<file path="src/rtl/encoder_pkg.sv">
// encoder_pkg: shared quadrature step codes and velocity handshake states.
// Contents: DIR_* step codes from the direction decoder, vel_state_e handshake states.
package encoder_pkg;
  localparam logic [1:0] DIR_NONE    = 2'b00;
  localparam logic [1:0] DIR_CCW     = 2'b01;
  localparam logic [1:0] DIR_CW      = 2'b10;
  localparam logic [1:0] DIR_ILLEGAL = 2'b11;
  typedef enum logic {VEL_IDLE, VEL_PEND} vel_state_e;
endpackage

</file>
<file path="src/rtl/encoder_window_timer.sv">
// encoder_window_timer: free-running 0..WINDOW_CYCLES-1 counter with terminal-count tick.
// Ports: clk, rst_n (async active-low), clear (sync restart), tick (high on the last cycle of each window).
module encoder_window_timer #(
  parameter int WINDOW_CYCLES = 50000
) (
  input  logic clk,
  input  logic rst_n,
  input  logic clear,
  output logic tick
);
  localparam int CW = $clog2(WINDOW_CYCLES);
  logic [CW-1:0] count;
  assign tick = count == CW'(WINDOW_CYCLES - 1);
  always_ff @(posedge clk or negedge rst_n)
    if (!rst_n) count <= '0;
    else count <= (clear || tick) ? '0 : count + 1'b1;
endmodule

</file>
<file path="src/rtl/encoder_position_tracker.sv">
// encoder_position_tracker: position accumulator and windowed velocity sampler for quadrature step codes.
// Ports: clk, rst_n (async active-low), dir (step code), clear / preset_en / preset_val (sync position control),
//        position, limit_hit (sticky wrap/clamp), dir_err (illegal-code pulse),
//        velocity / vel_valid / vel_ready (sample handshake), vel_overrun (sticky overwritten sample).
module encoder_position_tracker
  import encoder_pkg::*;
#(
  parameter int POS_W         = 16,
  parameter int VEL_W         = 8,
  parameter int WINDOW_CYCLES = 50000,
  parameter int SATURATE      = 0
) (
  input  logic             clk,
  input  logic             rst_n,
  input  logic [1:0]       dir,
  input  logic             clear,
  input  logic             preset_en,
  input  logic [POS_W-1:0] preset_val,
  output logic [POS_W-1:0] position,
  output logic             limit_hit,
  output logic             dir_err,
  output logic [VEL_W-1:0] velocity,
  output logic             vel_valid,
  input  logic             vel_ready,
  output logic             vel_overrun
);
  localparam logic [POS_W-1:0] POS_MAX = {1'b0, {(POS_W-1){1'b1}}};
  localparam logic [POS_W-1:0] POS_MIN = {1'b1, {(POS_W-1){1'b0}}};
  logic up, dn, tick, pos_ovf;
  logic [VEL_W-1:0] acc, acc_next;
  logic [VEL_W:0] sum;
  vel_state_e state, state_next;
  assign up = dir == DIR_CCW;
  assign dn = dir == DIR_CW;
  assign pos_ovf = (up && position == POS_MAX) || (dn && position == POS_MIN);
  // {dn..dn, up|dn} is +1, -1 (all ones) or 0 at any width
  assign sum = {acc[VEL_W-1], acc} + {{VEL_W{dn}}, up | dn};
  // a sign mismatch in the extra bit means the add left the VEL_W range: clamp toward the sign of the sum
  assign acc_next = (sum[VEL_W] != sum[VEL_W-1]) ? {sum[VEL_W], {(VEL_W-1){~sum[VEL_W]}}} : sum[VEL_W-1:0];
  assign vel_valid = state == VEL_PEND;
  encoder_window_timer #(.WINDOW_CYCLES(WINDOW_CYCLES)) u_timer (
    .clk(clk),
    .rst_n(rst_n),
    .clear(clear),
    .tick(tick)
  );
  always_ff @(posedge clk or negedge rst_n)
    if (!rst_n) state <= VEL_IDLE;
    else state <= state_next;
  always_comb begin
    state_next = state;
    if (clear) state_next = VEL_IDLE;
    else if (tick) state_next = VEL_PEND;
    else if (vel_ready) state_next = VEL_IDLE;
  end
  always_ff @(posedge clk or negedge rst_n)
    if (!rst_n) begin
      position    <= '0;
      limit_hit   <= 1'b0;
      dir_err     <= 1'b0;
      velocity    <= '0;
      acc         <= '0;
      vel_overrun <= 1'b0;
    end else begin
      dir_err <= dir == DIR_ILLEGAL;
      if (clear) begin
        position    <= '0;
        limit_hit   <= 1'b0;
        velocity    <= '0;
        acc         <= '0;
        vel_overrun <= 1'b0;
      end else begin
        position    <= preset_en ? preset_val
                     : (pos_ovf && SATURATE != 0) ? position
                     : position + {{(POS_W-1){dn}}, up | dn};
        limit_hit   <= limit_hit | (!preset_en && pos_ovf);
        acc         <= tick ? '0 : acc_next;
        velocity    <= tick ? acc_next : velocity;
        vel_overrun <= vel_overrun | (tick && vel_valid && !vel_ready);
      end
    end
endmodule
</file>
<file path="config.mk">
export PLATFORM = sky130hd
export DESIGN_NAME = encoder_position_tracker
export DESIGN_NICKNAME = d
export VERILOG_FILES = /design/src/rtl/encoder_pkg.sv /design/src/rtl/encoder_window_timer.sv /design/src/rtl/encoder_position_tracker.sv
export SDC_FILE = /design/constraint.sdc
export NUM_CORES = 1
export LEC_CHECK = 0
export CAP_MARGIN = 20
export CORE_MARGIN = 8
export CORE_UTILIZATION = 56
export DETAILED_ROUTE_END_ITERATION = 8
export PLACE_DENSITY = 0.83
export SYNTH_ARGS = -nofsm -noshare
export SYNTH_HDL_FRONTEND = slang
export SYNTH_HIERARCHICAL = 1
export SYNTH_SLANG_ARGS = --single-unit
</file>
<file path="constraint.sdc">
create_clock -name clk -period 2.38 [get_ports clk]
set_input_delay 0.714 -clock clk [delete_from_list [all_inputs] [get_ports clk]]
set_output_delay 0.714 -clock clk [all_outputs]
set_load 0.05 [all_outputs]
</file>
== Yosys cells after proc, flatten, opt, wreduce, memory -nomap -nowiden ==
Index checks and enable logic that the tools add are counted.

* Output and inout port bits: 28
* Bits of input ports: 23
* Register bits after elaboration: 52

* Bitwise gates (word level): 4
* Reduce and logical (&&, ||, !) cells: 11
* Mux-type cells: 13
* Add/subtract/negate cells: 3
* Equality and inequality tests: 7

{| class="wikitable"
|+ Operator list
! kind !! count
|-
| two-way mux 16 bit || 3
|-
| two-way mux 8 bit || 5
|-
| equality test 16 bit (second input constant) || 2
|-
| adder 16 x 1 -> 16 bit (second input constant) || 1
|-
| adder 16 bit || 1
|-
| equality test 16 x 15 -> 1 bit (second input constant) || 1
|-
| adder 8 x 2 -> 9 bit || 1
|-
| logical AND 1 bit || 5
|-
| two-way mux 1 bit || 5
|-
| equality test 2 bit (second input constant) || 2
|-
| OR 1 bit || 3
|-
| nonzero test 3 bit || 1
|-
| equality test 2 x 1 -> 1 bit (second input constant) || 1
|-
| zero test 1 bit || 2
|-
| logical OR 1 bit || 2
|-
| nonzero test 2 bit || 1
|-
| inequality test 1 bit || 1
|-
| NOT 1 bit || 1
|}

== Depth between registers and ports, before layout ==
* Depth in word-level cells: 7
* Depth in mapped cells: 14
* Mapped depth without buffers: 11

== Hierarchy ==
The synthesis kept the hierarchy.

{| class="wikitable"
|+ Modules (own cells, without submodules)
! module !! area an instance (um^2) !! instances !! cells an instance
|-
| encoder_position_tracker || 2980.4 || 1 || 345
|-
| encoder_window_timer || 799.5 || 1 || 80
|}

== Worst setup path after synthesis ==
No wires, ideal clock.

* Kind: input -> register
* Start point: input dir[0]
* End point: register velocity[2]
* Setup slack: -0.952 ns
* Required time: 2.259 ns
* Buffers on the path: 4
* Setup time: 0.121 ns
* Stages on the path: 14
* Data arrival time: 3.211 ns
* Cells stage by stage: inv_1 -> ha_1 -> buf_6 -> buf_4 -> buf_2 -> buf_2 -> xor2_1 -> ha_1 -> nand4bb_1 -> nand4_1 -> nand4_1 -> a41oi_2 -> maj3_2 -> a22o_1

* Word-level cells in the longest chain between the ends: 7

{| class="wikitable"
|+ RTL lines
! item !! line !! RTL
|-
| start, declared || encoder_position_tracker.sv:15 || <nowiki>input logic [1:0] dir,</nowiki>
|-
| equality test 2 x 1 -> 1 bit or equality test 2 bit (tied branches) || encoder_position_tracker.sv:33, encoder_position_tracker.sv:34 ||
|-
| OR 1 bit || encoder_position_tracker.sv:37 || <nowiki>assign sum = {acc[VEL_W-1], acc} + {{VEL_W{dn}}, up | dn};</nowiki>
|-
| adder 8 x 2 -> 9 bit (*) || encoder_position_tracker.sv:37 ||
|-
| inequality test 1 bit or NOT 1 bit (tied branches) || encoder_position_tracker.sv:39 || <nowiki>assign acc_next = (sum[VEL_W] != sum[VEL_W-1]) ? {sum[VEL_W], {(VEL_W-1){~sum[VEL_W]}}} : sum[VEL_W-1:0];</nowiki>
|-
| two-way mux 8 bit (*) || encoder_position_tracker.sv:39 ||
|-
| two-way mux 8 bit (*) || encoder_position_tracker.sv:78 || <nowiki>velocity <= tick ? acc_next : velocity;</nowiki>
|-
| two-way mux 8 bit (*) || encoder_position_tracker.sv:66 || <nowiki>if (clear) begin</nowiki>
|-
| end signal, assigned || encoder_position_tracker.sv:78 ||
|-
| end, declared || encoder_position_tracker.sv:22 || <nowiki>output logic [VEL_W-1:0] velocity,</nowiki>
|}

Mark *: on every way between the ends. The rest lies on a longest branch, timed or not. The select of a mux whose other input is x is not followed.
A chain may end at the register's enable or synchronous reset.

== Worst setup path after layout ==
Same ends and word-level chain as after synthesis.

==> reports/results.tsv <==
stage	metric	value	unit
run_status	status	complete, but fails checks	
run_status	violated checks	setup timing	
sta	setup TNS	-2.57	ns
finish	Fill cells	414	
logic_synthesis	synth unique cells	69	
setup_path	crit path capture type	flop	
sta	Max-slew headroom	58.3	%
sta	max-slew violations	0	
logic_synthesis	Primary FF master, synth	dfrtp_1	
power_and_ir_drop	Peak VDD IR	0.456	mV
drt	via count	3820	
grt	total gr overflow	0	
finish	commonest non-fill, non-tap cell in the layout	buf_4	
grt	vias in the first global route	3815	
drt	final wirelength	12400	um
floorplan	core box area	6640	sq um
setup_path	crit path max fanout	8	
logic_synthesis	Syn Inst Count	425	
sta	final worst slack	-0.244	ns
placed_design	post-placement cell count	575	
drt	DRC	0	
sta	Tmin final	2.62	ns
floorplan	initial core utilization	56.9	%
logic_synthesis	Syn Nets	460	
grt	largest net degree at the start of global routing	34	
sta	Final Hold Fails	0	
drt	TritonRoute pass-1 iters	5	
setup_path	Worst Path Required	2.59	ns
drt	Routed WL per cell	20.7	um
sta	Tcrit/Tclk final	110	%
finish	ANT cells	0	
cts	Root Driver	clkbuf_8	
cts	CTS H-tree lvls	2	
finish	design area	5150	sq um
cts	cts hold-fix bufs	0	
finish	commonest cells after routing, fill and taps aside	buf_4, dfrtp_1, nor2_1	
finish	Area Growth Syn to Fin	36.3	%
hold_path	worst hold-check path type	input pin to asynchronous set/reset pin	
placed_design	Place WS	-1.10	ns
logic_synthesis	mapped cell area	3780	sq um
floorplan	site row count	30	
cts	Worst-path clk slew	0.10	ns
logic_synthesis	EDFF count, synth	0	
setup_path	CP arrival	2.83	ns
setup_path	WS Path Type	input pin to flop	
placed_design	hpwl dp	7400	um
cts	deepest clock path buffer count	2	
power_and_ir_drop	Pwr Density	602	nW/um^2
grt	gr usage total	23.5	%
floorplan	Die W	98.2	um
logic_synthesis	synth warn	6	
finish	final non-filler cell total	599	
sta	unrepaired setup endpoints after global routing	true	
floorplan	Die ar.	9630	sq um
logic_synthesis	post-synthesis average cell area	8.89	sq um
sta	setup violators final	16	
drt	Starting DRT DRC Count	336	
cts	CTS tree	yes	
placed_design	GP Congestion	0.921	
grt	global-route wire length before repair	18700	um
sta	fmax	381	MHz
floorplan	Die Y	98.2	um
drt	Post-DRT Antenna Nets	0	
placed_design	# port buffers	50	
placed_design	DP Area	4590	sq um
sta	Setup Skew	0.00371	ns
finish	Final Util	77.5	%
power_and_ir_drop	Lkg Pwr	2.17	nW
flow_run	maximum capacitance violations	0	
cts	CTS sink cnt	52	
cts	CTS buffer count	5	
drt	via-per-instance ratio	6.38	
logic_synthesis	ys async rst share	100	%
logic_synthesis	register area share after synthesis	34.4	%
finish	share of cells above drive strength 1	29.5	%
cts	clock latency on the worst-skew pair	0.31	ns
logic_synthesis	Seq cells post-synth	52	
floorplan	io pins	51	
sta	Worst Tran Pin Value	0.623	ns
finish	number of nets in the layout	553	
setup_path	CP startpoint kind	input pin	
grt	initial antenna violation count	0	
layer usage:
metal  wire length, um  share of wire [%]  up-vias  track usage (%)
met3               850                6.8       54             5.19
met4               639                5.1        0             11.3
met5                 0                  0        -                0
met2              6170                 50      220             39.6
li1                  -                  -     1715                -
met1              4760                 38     1831             27.6
state kept, by name (all words and copies together), names as in the netlist:
register,flops
dir_err,1
vel_overrun,1
limit_hit,1
velocity,8
u_timer/count,16
vel_valid,1
position,16
acc,8
worst paths after layout:
check | from | endpoint | slack, ns | cells past startpoint
setup reg to reg | acc[1] | velocity[6] | 0.02 | 10
hold / removal | rst_n | dir_err | 0.36 | 1
max in group asynchronous | rst_n | u_timer/count[4] | 1.47 | 2
setup / recovery | dir[0] | velocity[2] | -0.24 | 10
min in group clk | vel_overrun | vel_overrun | 0.50 | 2
hold reg to reg | vel_overrun | vel_overrun | 0.50 | 2
cell type report:
class	instances	area, sq um	share of cell area [%]
Clock buffer	6	82.6	1.60
Clock inverter	2	13.8	0.267
Inverter	13	63.8	1.24
Multi-Input combinational cell	330	2580	50.0
Sequential cell	52	1300	25.3
Tap cell	80	100	1.94
Timing Repair Buffer	116	1010	19.7
through the flow:
step	power (mW)	hold WS (ns)
floorplan	1.81	0.418
global placement	2.13	0.466
detailed placement	2.16	0.474
CTS	2.82	0.361
global route	3.21	0.382
finish	3.10	0.358
critical path, cell delays in order:
cell	delay [ns]
buf_12	0.09
inv_12	0.03
ha_4	0.19
buf_4	0.16
buf_4	0.13
ha_1	0.20
nor2_1	0.49
a41oi_4	0.28
maj3_2	0.37
a22o_1	0.18
report_power, final:
| part | internal [mW] | total [mW] | switching, mW |
|---|---|---|---|
| sequential | 0.958 | 1.13 | 0.171 |
| combinational | 0.647 | 1.40 | 0.755 |
| clock | 0.239 | 0.570 | 0.331 |
| total | 1.84 | 3.10 | 1.26 |
repair_timing:
| action | in CTS | in global routing |
|---|---|---|
| cloned | 1 | 0 |
| resized for setup | 35 | 43 |
| buffers inserted | 7 | 9 |
| setup endpoints to repair | 31 | 26 |
| pin swaps | 14 | 29 |
synthesized netlist by cell type (all sizes together) (3+ instances only):
library cell,number,area share (%)
a41oi,3,1.1
xnor2,37,8.8
nor2b,5,0.83
xor2,11,2.5
mux2i,5,1.3
nand4b,4,0.93
inv,13,1.3
nand4,8,1.5
nand3,15,2.0
nor3,8,1.1
clkbuf,14,1.9
buf,17,3.4
nand2,30,3.0
a31oi,3,0.50
dfrtp,52,34
o31a,4,0.93
ha,12,4.0
or2,4,0.66
a31o,3,0.93
a21oi,29,3.8
nand3b,3,0.60
or4b,3,0.79
a211oi,5,1.1
and2,6,0.99
nor4,7,1.3
o22ai,3,0.50
nor2,46,4.6
o21ai,25,3.3
o2111ai,3,0.70
o31ai,3,0.60
kinds of logic (layout without fill, tap and decap cells):
logic type,Yosys count,after routing,synth area share [%]
adders and majority gates,14,14,4.57
DFF,52,52,34.4
xor gates and xnor gates,48,48,11.3
AOI/OAI and AO/OA,103,104,19.1
buffers and inverters,44,137,6.59
and+or+nand+nor,159,159,22.6
muxes,5,5,1.32
No activity file was read; power rests on OpenSTA's default activity.
